File: config.mk
export PLATFORM = sky130hd
export DESIGN_NAME = ter_conv_sched
export DESIGN_NICKNAME = d
export VERILOG_FILES = /design/src/rtl/ter_pkg.sv /design/src/rtl/ter_mac_acc.sv /design/src/rtl/ter_conv_sched.sv
export SDC_FILE = /design/constraint.sdc
export NUM_CORES = 1
export LEC_CHECK = 0
export ABC_AREA = 1
export CAP_MARGIN = 20
export CORE_MARGIN = 2
export CORE_UTILIZATION = 35
export CTS_BUF_LIST = sky130_fd_sc_hd__clkbuf_4 sky130_fd_sc_hd__clkbuf_8 sky130_fd_sc_hd__clkbuf_16
export CTS_CLUSTER_DIAMETER = 120
export CTS_CLUSTER_SIZE = 12
export DETAILED_ROUTE_END_ITERATION = 8
export PLACE_DENSITY = 0.62
export SLEW_MARGIN = 20
export SYNTH_ARGS = -nofsm -noshare
export SYNTH_HDL_FRONTEND = slang
export SYNTH_SLANG_ARGS = --single-unit
File: constraint.sdc
create_clock -name clk -period 2.35 [get_ports clk]
set_input_delay 0.235 -clock clk [delete_from_list [all_inputs] [get_ports clk]]
set_output_delay 0.235 -clock clk [all_outputs]
set_load 0.01 [all_outputs]
File: src/rtl/ter_pkg.sv
// Shared ternary types, scheduler states and the Z3 arithmetic helpers.
// Every mod-3 operation in the design goes through mul_ter and add_ter.
package ter_pkg;

  typedef logic [1:0] ter_t;

  localparam ter_t TER_ZERO = 2'b00;
  localparam ter_t TER_POS  = 2'b01;
  localparam ter_t TER_NEG  = 2'b11;

  typedef enum logic [1:0] {IDLE, RUN, FLUSH, DONE} sched_state_t;

  // The unused code 2'b10 reads as zero.
  function automatic logic signed [2:0] ter_val(input ter_t t);
    if (t == TER_POS)      return 3'sd1;
    else if (t == TER_NEG) return -3'sd1;
    else                   return 3'sd0;
  endfunction

  function automatic ter_t mul_ter(input ter_t x, input ter_t y);
    if ((ter_val(x) == 3'sd0) || (ter_val(y) == 3'sd0)) return TER_ZERO;
    else if (x == y)                                    return TER_POS;
    else                                                return TER_NEG;
  endfunction

  function automatic ter_t add_ter(input ter_t x, input ter_t y);
    logic signed [2:0] s;
    s = ter_val(x) + ter_val(y);
    if ((s == 3'sd2) || (s == -3'sd1))      return TER_NEG;
    else if ((s == -3'sd2) || (s == 3'sd1)) return TER_POS;
    else                                    return TER_ZERO;
  endfunction

endpackage

File: src/rtl/ter_mac_acc.sv
// Serial ternary multiply-accumulate: one product per valid cycle, restart on
// the first marker, present the completed sum combinationally on the last marker.
module ter_mac_acc
  import ter_pkg::*;
(
  input  logic clk,
  input  logic rst,
  input  logic vld,
  input  logic first,
  input  logic last,
  input  ter_t x,
  input  ter_t y,
  output logic res_vld,
  output ter_t res
);

  ter_t acc_q, acc_d;
  ter_t prod;
  ter_t sum;

  always_comb begin
    prod    = mul_ter(x, y);
    sum     = first ? prod : add_ter(acc_q, prod);
    acc_d   = vld ? sum : acc_q;
    res_vld = vld & last;
    res     = sum;
  end

  always_ff @(posedge clk) begin
    if (rst) acc_q <= TER_ZERO;
    else     acc_q <= acc_d;
  end

endmodule

File: src/rtl/ter_conv_sched.sv
// Sequencer for one serial ternary MAC lane computing c = a*b mod (x^N - 1) over Z3.
// Issues (i, j=(k-i) mod N) read pairs, k outer and i inner, and streams c[k] out.
module ter_conv_sched
  import ter_pkg::*;
#(
  parameter int N  = 701,
  parameter int AW = $clog2(N)
) (
  input  logic          clk,
  input  logic          rst,
  input  logic          start,
  output logic          busy,
  output logic          done,
  output logic [AW-1:0] a_addr,
  input  ter_t          a_rdata,
  output logic [AW-1:0] b_addr,
  input  ter_t          b_rdata,
  output logic          c_we,
  output logic [AW-1:0] c_addr,
  output ter_t          c_wdata,
  output sched_state_t  dbg_state
);

  localparam logic [AW-1:0] LAST = AW'(N - 1);

  sched_state_t  state_q, state_d;
  logic [AW-1:0] i_q, i_d, j_q, j_d, k_q, k_d;
  logic          vld_q, vld_d, first_q, first_d, last_q, last_d;
  logic [AW-1:0] kp_q, kp_d;
  logic          c_we_q, c_we_d;
  logic [AW-1:0] c_addr_q, c_addr_d;
  ter_t          c_wdata_q, c_wdata_d;
  logic          res_vld;
  ter_t          res;

  ter_mac_acc u_mac (
    .clk     (clk),
    .rst     (rst),
    .vld     (vld_q),
    .first   (first_q),
    .last    (last_q),
    .x       (a_rdata),
    .y       (b_rdata),
    .res_vld (res_vld),
    .res     (res)
  );

  always_comb begin
    state_d   = state_q;
    i_d       = i_q;
    j_d       = j_q;
    k_d       = k_q;
    // Markers ride one stage beside the RAM read so they line up with rdata.
    vld_d     = (state_q == RUN);
    first_d   = (i_q == '0);
    last_d    = (i_q == LAST);
    kp_d      = k_q;
    c_we_d    = res_vld;
    c_addr_d  = res_vld ? kp_q : c_addr_q;
    c_wdata_d = res_vld ? res : c_wdata_q;
    unique case (state_q)
      IDLE: begin
        if (start) begin
          state_d = RUN;
          i_d     = '0;
          j_d     = '0;
          k_d     = '0;
        end
      end
      RUN: begin
        if ((i_q == LAST) && (k_q == LAST)) begin
          state_d = FLUSH;
        end else if (i_q == LAST) begin
          i_d = '0;
          j_d = k_q + 1'b1;
          k_d = k_q + 1'b1;
        end else begin
          i_d = i_q + 1'b1;
          j_d = (j_q == '0) ? LAST : j_q - 1'b1;
        end
      end
      FLUSH:   state_d = DONE;
      DONE:    state_d = IDLE;
      default: state_d = IDLE;
    endcase
  end

  always_ff @(posedge clk) begin
    if (rst) begin
      state_q   <= IDLE;
      i_q       <= '0;
      j_q       <= '0;
      k_q       <= '0;
      vld_q     <= 1'b0;
      first_q   <= 1'b0;
      last_q    <= 1'b0;
      kp_q      <= '0;
      c_we_q    <= 1'b0;
      c_addr_q  <= '0;
      c_wdata_q <= TER_ZERO;
    end else begin
      state_q   <= state_d;
      i_q       <= i_d;
      j_q       <= j_d;
      k_q       <= k_d;
      vld_q     <= vld_d;
      first_q   <= first_d;
      last_q    <= last_d;
      kp_q      <= kp_d;
      c_we_q    <= c_we_d;
      c_addr_q  <= c_addr_d;
      c_wdata_q <= c_wdata_d;
    end
  end

  assign busy      = (state_q == RUN) || (state_q == FLUSH);
  assign done      = (state_q == DONE);
  assign a_addr    = i_q;
  assign b_addr    = j_q;
  assign c_we      = c_we_q;
  assign c_addr    = c_addr_q;
  assign c_wdata   = c_wdata_q;
  assign dbg_state = state_q;

endmodule
# [Word-level counts from Yosys, hierarchy flattened]
# Cells that the tools add are included.
[totals] rom_bits=0 inputBits=7 mem_count=0 ramBits=0 regBits=60 latchBits=0
[op_classes] n_lt_le_gt_ge=0 add_sub_neg=4 eq_ne=22 div=0 n_bitwise=1 n_reduce_logical=14 n_mul=0 n_mux=27 shift=0
[ops] cell="2-to-1 mux 10 bit" n=8
[ops] cell="case mux 10 bit (2 select lines)" n=3
[ops] cell="2-to-1 mux 3 bit" n=8
[ops] cell="adder 10 x 1 -> 10 bit (second input constant)" n=2
[ops] cell="equality test 10 bit (second input constant)" n=2
[ops] cell="logical NOT 10 bit" n=2
[ops] cell="equality test 2 bit (second input constant)" n=6
[ops] cell="2-to-1 mux 2 bit" n=6
[ops] cell="equality test 2 x 1 -> 1 bit (second input constant)" n=5
[ops] cell="subtractor 10 x 1 -> 10 bit (second input constant)" n=1
[ops] cell="case mux 2 bit (4 select lines)" n=1
[ops] cell="equality test 3 x 2 -> 1 bit (second input constant)" n=2
[ops] cell="logical NOT 3 bit" n=2
[ops] cell="logical OR 1 bit" n=4
[ops] cell="inequality test 2 x 1 -> 1 bit (second input constant)" n=2
[ops] cell="inequality test 2 bit (second input constant)" n=2
[ops] cell="AND reduction 4 bit" n=1
[ops] cell="adder 3 bit" n=1
[ops] cell="equality test 3 x 1 -> 1 bit (second input constant)" n=1
[ops] cell="equality test 3 bit (second input constant)" n=1
[ops] cell="AND reduction 3 bit" n=1
[ops] cell="equality test 2 bit" n=1
[ops] cell="logical NOT 2 bit" n=1
[ops] cell="AND reduction 2 bit" n=1
[ops] cell="4 further kinds" n=4

# [Logic depth before layout (Yosys ltp)]
# Gate-level depths: netlist of run 1.
[depth] ltp_word=15 mapped_depth=13

# [Modules after synthesis]
# From an unflattened synthesis of run 1, not the netlist that was laid out.
[hier_totals] cells_unflattened=495 area_unflattened_um2=3276.9
[modules_own_cells] mod="ter_conv_sched" cells_each=455 n_inst=1 area_each_um2=3037.9 seq_area_each_um2=1161.1
[modules_own_cells] mod="ter_mac_acc" cells_each=40 n_inst=1 area_each_um2=239.0 seq_area_each_um2=40.0

# [Least setup slack after synthesis of run 1]
# OpenSTA, ideal clock, no wires.
[synth_path] path_type="register to register" start="register u_mac.acc_q[0]" end="register c_wdata_q[1], in the netlist c_wdata[1]" path_stages_with_launch=10 t_arrival_ns=1.614 setup_slack_ns=0.671 required_ns=2.285 setup_time_ns=0.065 path_cell_list="dfxtp_1 > clkbuf_1 > ha_1 > fa_1 > inv_1 > a21oi_1 > o211ai_1 > a21oi_1 > a21oi_1 > nor2_1"
[synth_via] elab_chain_len=8 elab_cells_between_ends=10
[synth_lines] item="start: declaration" line_no="ter_mac_acc.sv:17" text="ter_t acc_q, acc_d;"
[synth_lines] item="start signal: assignment" line_no="ter_mac_acc.sv:30" text="if (rst) acc_q <= TER_ZERO;"
[synth_lines] item="start signal: assignment" line_no="ter_mac_acc.sv:31" text="else acc_q <= acc_d;"
[synth_lines] item="equality test 2 bit" line_no="ter_pkg.sv:16" text="else if (t == TER_NEG) return -3'sd1;"
[synth_lines] item="2-to-1 mux 3 bit" line_no="ter_pkg.sv:16"
[synth_lines] item="2-to-1 mux 3 bit (*)" line_no="ter_pkg.sv:15" text="if (t == TER_POS) return 3'sd1;"
[synth_lines] item="adder 3 bit (*)" line_no="ter_pkg.sv:28" text="s = ter_val(x) + ter_val(y);"
[synth_lines] item="equality test 3 bit or equality test 3 x 1 -> 1 bit (tied branches)" line_no="ter_pkg.sv:29" text="if ((s == 3'sd2) || (s == -3'sd1)) return TER_NEG;"
[synth_lines] item="logical OR 1 bit (*)" line_no="ter_pkg.sv:29"
[synth_lines] item="2-to-1 mux 2 bit (*)" line_no="ter_pkg.sv:29"
[synth_lines] item="2-to-1 mux 2 bit (*)" line_no="ter_mac_acc.sv:23" text="sum = first ? prod : add_ter(acc_q, prod);"
[synth_lines] item="end signal: assignment" line_no="ter_conv_sched.sv:112" text="c_wdata_q <= c_wdata_d;"
[synth_lines] item="end: declaration" line_no="ter_conv_sched.sv:32" text="ter_t c_wdata_q, c_wdata_d;"
# Mark *: on every way between the ends. The rest lies on a longest branch, timed or not.
# A chain may end at the register's enable or synchronous reset.

# [Worst setup path after layout of run 1]
[layout_path] start="register i_q[0], in the netlist a_addr[0]" end="register i_q[0], in the netlist a_addr[0]"
[layout_via] elab_chain_len=4 elab_cells_between_ends=8
[layout_lines] item="start: declaration" line_no="ter_conv_sched.sv:27" text="logic [AW-1:0] i_q, i_d, j_q, j_d, k_q, k_d;"
[layout_lines] item="start signal: assignment" line_no="ter_conv_sched.sv:103" text="i_q <= i_d;"
[layout_lines] item="adder 10 x 1 -> 10 bit or equality test 10 bit (tied branches)" line_no="ter_conv_sched.sv:78, ter_conv_sched.sv:71, ter_conv_sched.sv:73"
[layout_lines] item="2-to-1 mux 10 bit or logical AND 1 bit (tied branches)" line_no="ter_conv_sched.sv:73, ter_conv_sched.sv:71"
[layout_lines] item="2-to-1 mux 10 bit or inequality test 2 bit (tied branches)"
[layout_lines] item="case mux 10 bit (2 select lines) or AND reduction 3 bit (tied branches)"
# Several ways; a longest one is shown, not always the timed one. The select of a mux whose other input is x is not followed.

==> results of run 1 <==
-- cell usage after synthesis, drive strengths merged --
library cell | count | area (um^2)
ha | 11 | 138
nand4 | 8 | 50.1
and3 | 1 | 6.26
o21ai | 33 | 180
clkbuf | 8 | 30.0
o31ai | 1 | 7.51
a22oi | 1 | 7.51
nor3 | 3 | 15.0
nand3 | 51 | 260
o211ai | 2 | 15.0
inv | 54 | 203
a21oi | 27 | 143
nand2 | 102 | 408
nor4 | 2 | 12.5
fa | 2 | 40.0
xor2 | 7 | 61.3
clkinv | 2 | 8.75
xnor2 | 1 | 8.76
buf | 8 | 52.5
nor2 | 82 | 310
dfxtp | 60 | 1200
-- sequential cells by signal, summed over array words and instances (netlist names) --
name         flops
last_q           1
c_addr          10
k_q             10
kp_q            10
u_mac.acc_q      2
c_we             1
b_addr          10
a_addr          10
first_q          1
dbg_state        2
c_wdata          2
vld_q            1
-- cell families after synthesis --
| family | Yosys count |
|---|---|
| simple gates | 249 |
| xor+xnor | 8 |
| buf+inv | 72 |
| compound gates | 64 |
| fa+ha+maj | 13 |
| flops | 60 |
-- worst max-delay path: stages, from the launching register on --
cell and delay, ps:
dfxtp_1 350, inv_1 110, ha_1 200, inv_1 70
nor2_2 120, nand3_2 100, nand2_2 90, nand2_2 60
nand2_4 150, nand2_2 240, buf_4 240, nand2_1 50
nand2_1 60, a21oi_2 100
-- layer usage --
layer	GRT usage (%)	up-vias
li1	-	1583
met1	21.7	1356
met2	27.1	83
met3	3.83	12
met4	4.74	0
met5	0	-
-- metrics by stage --
stage,std cells,total power (uW),util (%),instance area [um^2]
floorplan,466,2630,-,3160
global placement,611,3110,42.6,3720
detailed placement,611,3130,42.6,3720
CTS,627,4290,45.4,3960
global route,627,4610,45.4,3960
finish,627,4270,45.4,3960
-- power breakdown --
group	switching, uW	internal, uW	total [uW]
Clock	425	718	1140
Combinational	1100	663	1770
Sequential	169	1200	1360
-- area by class of cell --
cell class	instances	area, um^2	share of cell area [%]
well taps	108	135	3.41
clock buffers	10	131	3.32
repair buffers	53	505	12.8
clock inverters	6	111	2.81
multi-input cells	334	1660	42.0
inverters	56	211	5.34
flip-flops and latches	60	1200	30.3
-- worst paths after layout --
check                    to  cells past startpoint
hold / removal    c_addr[5]                      2
setup / recovery  a_addr[0]                     13
setup reg to reg  a_addr[0]                     13
hold reg to reg   c_addr[5]                      2
==> reports/qor.yml, run 1 <==
finish:
  mostFrequentLayoutCell: "nand2_1"
  fillers: 889
  antenna_cells: 0
  final_cell_mix: "96 x nand2_1, 81 x nor2_1, 60 x dfxtp_1, 53 x inv_1, 50 x nand3_1"
  fin_nets: 534
  drive_gt1_share_pct: 7.71
  area_growth_pct: 25.4
clocking:
  cts_resized: 0
  cts_sinks: 60
  clock_path_buffers: 2
  numCtsBuffers: 9
  root_buffer: "clkbuf_8"
  clkLatencyLatePin_ps: 330
  clkTransAtPathRegs_ps: 70
  hold_buffers: 0
  htree_levels: 3
  cts_tree: "built"
  cts_setup_buffers: 0
sta:
  finalCritPeriodShare_pct: 86.2
  rsz0062_at_grt: "no"
  whs_ps: 476
  setup_slack_ps: 324
  period_needed_ps: 2030
  setup_viol: 0
  fin_skew_ps: 7.74
  relSlewSlack_pct: 70.0
  drv_slew: 0
  tns_ps: 0
  tightest_slew_ps: 450
  hold_violations: 0
  fmax_mhz: 494
yosys:
  synth-compound-area-share_pct: 11.2
  ys_ff_latch: 60
  yosys.area_share.simple_pct: 33.6
  yosysWarnings: 0
  synth_area_per_cell_um2: 6.78
  mappedNetlistArea_um2: 3160
  seq_area_frac_synth_pct: 38.0
  synth_xor_area_share_pct: 2.22
  synth_adder_area_share_pct: 5.63
  muxShareOfSynthArea_pct: 0
  synth_fp_nets: 486
  synth_top_family_by_area: "simple AND/OR/NAND/NOR gates"
  synthDistinctLibCells: 34
  synth_cells: 466
global_routing:
  global_route.usage.total_pct: 16.5
  grt_pass1_vias: 2853
  grt_pass1_wl_um: 13400
  gr-total-overflow: 0
  antenna_found_initial: 0
  grt_max_degree: 32
job:
  max-cap-violations: 0
placed_design:
  dp_slack_ps: 107
  gp_congestion: 0.870
  dp_hpwl_um: 5570
  io_buffers: 43
detailed_routing:
  first_pass_iters: 4
  dr_wl_met3_um: 434
  top_layer: "met4"
  drt_first_iter_violations: 216
  wire_per_inst_um: 12.2
  wirelength_um: 7640
  vias: 3034
  wl_met2_um: 3490
  drc: 0
  met1Wirelength_um: 3590
  vias_per_cell: 4.84
  ant_nets: 0
floorplanning:
  die_area_um2: 9800
  io_pins: 44
  dieWidth_um: 99.0
  rows: 34
  core_area_um2: 8720
  start_util_pct: 36.2
  die_y_um: 99.0
min_path:
  worstHoldPathType: "reg2reg"
  hp-start: "kp_q[5]"
critical_path:
  cp-end-kind: "flip-flop"
  worst_ep_arrival_time_ps: 2290
  rr_startpoint: "a_addr[0]"
  crit_start: "a_addr[0]"
  worstSetupPathType: "reg2reg"
  rrSetupSlack_ps: 320
  required_ps: 2620
  worstSetupStartpointType: "flip-flop"
  crit_fanout: 15
run_status:
  status: "complete, no violations"
pwr:
  power_density_nw_per_um2: 1080
  ir_drop_uv: 664
  leakage_uw: 0.00172
Note: power is estimated with default switching activity, not from simulation.
==> run 2: changes to the inputs <==
Settings changed: CTS_CLUSTER_DIAMETER 120 to 150.
==> results of run 2 <==
Final layout, timing and power as in run 1 (identical DEF).
==> run 3: changes to the inputs <==
Settings changed: MAX_ROUTING_LAYER set to met4.
==> reports/qor.yml, run 3 (same netlist as run 1, synthesis figures left out) <==
sta:
  relSlewSlack_pct: 70.0
  hold_violations: 0
  rsz0062_at_grt: "no"
  fmax_mhz: 494
  fin_skew_ps: 7.74
  drv_slew: 0
  whs_ps: 476
  tightest_slew_ps: 450
  finalCritPeriodShare_pct: 86.2
  setup_slack_ps: 324
  setup_viol: 0
  period_needed_ps: 2030
  tns_ps: 0
clocking:
  cts_tree: "built"
  htree_levels: 3
  hold_buffers: 0
  root_buffer: "clkbuf_8"
  cts_setup_buffers: 0
  clkLatencyLatePin_ps: 330
  numCtsBuffers: 9
  cts_sinks: 60
  clkTransAtPathRegs_ps: 70
  cts_resized: 0
  clock_path_buffers: 2
finish:
  post-route-util_pct: 45.4
  drive_gt1_share_pct: 7.71
  area_growth_pct: 25.4
  antenna_cells: 0
  final_cell_mix: "96 x nand2_1, 81 x nor2_1, 60 x dfxtp_1, 53 x inv_1, 50 x nand3_1"
  fin_nets: 534
  mostFrequentLayoutCell: "nand2_1"
pwr:
  leakage_uw: 0.00172
  ir_drop_uv: 664
  power_density_nw_per_um2: 1080
critical_path:
  slowest_delay_ps: 350
  worstSetupPathType: "reg2reg"
  cp-end-kind: "flip-flop"
  worst_ep_arrival_time_ps: 2290
  crit_fanout: 15
  crit_cells: 13
  cp_slowest_cell: "dfxtp_1"
  critPathTopFamily: "simple AND/OR/NAND/NOR gates"
  r2r_cells: 13
  path_common_cell: "nand2_2"
  crit_chain: "inv_1, ha_1, inv_1, nor2_2, nand3_2, nand2_2, nand2_2, nand2_4, nand2_2, buf_4, nand2_1, nand2_1, a21oi_2"
  crit_buf_inv: 3
  worstSetupStartpointType: "flip-flop"
  required_ps: 2620
detailed_routing:
  drc: 0
  wl_met2_um: 3490
  top_layer: "met4"
  met1Wirelength_um: 3590
  wirelength_um: 7640
  dr_wl_met3_um: 434
  vias: 3034
  vias_per_cell: 4.84
  ant_nets: 0
  first_pass_iters: 4
  drt_first_iter_violations: 216
  wire_per_inst_um: 12.2
min_path:
  worstHoldPathType: "reg2reg"
  hold_depth: 2
global_routing:
  antenna_found_initial: 0
  grt_pass1_vias: 2857
  grt_pass1_wl_um: 13400
  gr-total-overflow: 0
  global_route.usage.total_pct: 17.0
  grt_max_degree: 32
floorplanning:
  rows: 34
  die_area_um2: 9800
  dieWidth_um: 99.0
  die_y_um: 99.0
  io_pins: 44
  core_area_um2: 8720
  start_util_pct: 36.2
job:
  max-cap-violations: 0
placed_design:
  io_buffers: 43
  dp_hpwl_um: 5570
  dp_slack_ps: 107
  gp_congestion: 0.884
run_status:
  status: "complete, no violations"
run 3: cell counts in the layout (fill, tap and decap cells not counted):
Identical to the previous run, type by type.
run 3: worst register-to-register path, cell delays in order (launching register included):
cell     delay [ps]
dfxtp_1         350
inv_1           120
ha_1            200
inv_1            70
nor2_2          120
nand3_2         100
nand2_2          90
nand2_2          60
nand2_4         150
nand2_2         250
buf_4           240
nand2_1          50
nand2_1          60
a21oi_2         100
run 3: stage by stage:
stage | power [uW] | cells | cell area (um^2)
4_1_cts | 4290 | 627 | 3960
6_report | 4270 | 627 | 3960
3_5_place_dp | 3130 | 611 | 3720
2_1_floorplan | 2630 | 466 | 3160
3_3_place_gp | 3110 | 611 | 3720
5_1_grt | 4610 | 627 | 3960
run 3: path summary, 6_finish.rpt:
path / from / endpoint / slack (ps)
max: a_addr[0] / a_addr[0] / 320
min: kp_q[5] / c_addr[5] / 480
max reg2reg: a_addr[0] / a_addr[0] / 320
min reg2reg: kp_q[5] / c_addr[5] / 480
run 3: report_power, final:
part / switching, uW / leakage, uW / internal (uW) / total (uW)
sequential: 169 / 0.000488 / 1200 / 1360
clock: 425 / 0.000120 / 718 / 1140
combinational: 1100 / 0.00111 / 663 / 1770
total: 1700 / 0.00172 / 2580 / 4270
run 3: final cells by class:
class / count / area [um^2]
Fill cell: 889 / 4760
Multi-Input combinational cell: 334 / 1660
Sequential cell: 60 / 1200
Timing Repair Buffer: 53 / 505
Inverter: 56 / 211
Tap cell: 108 / 135
Clock buffer: 10 / 131
Clock inverter: 6 / 111
run 3: metal layers:
metal,track usage [%],vias up
li1,-,1583
met1,21.7,1356
met2,27.1,83
met3,3.83,12
met4,4.74,0
met5,-,-
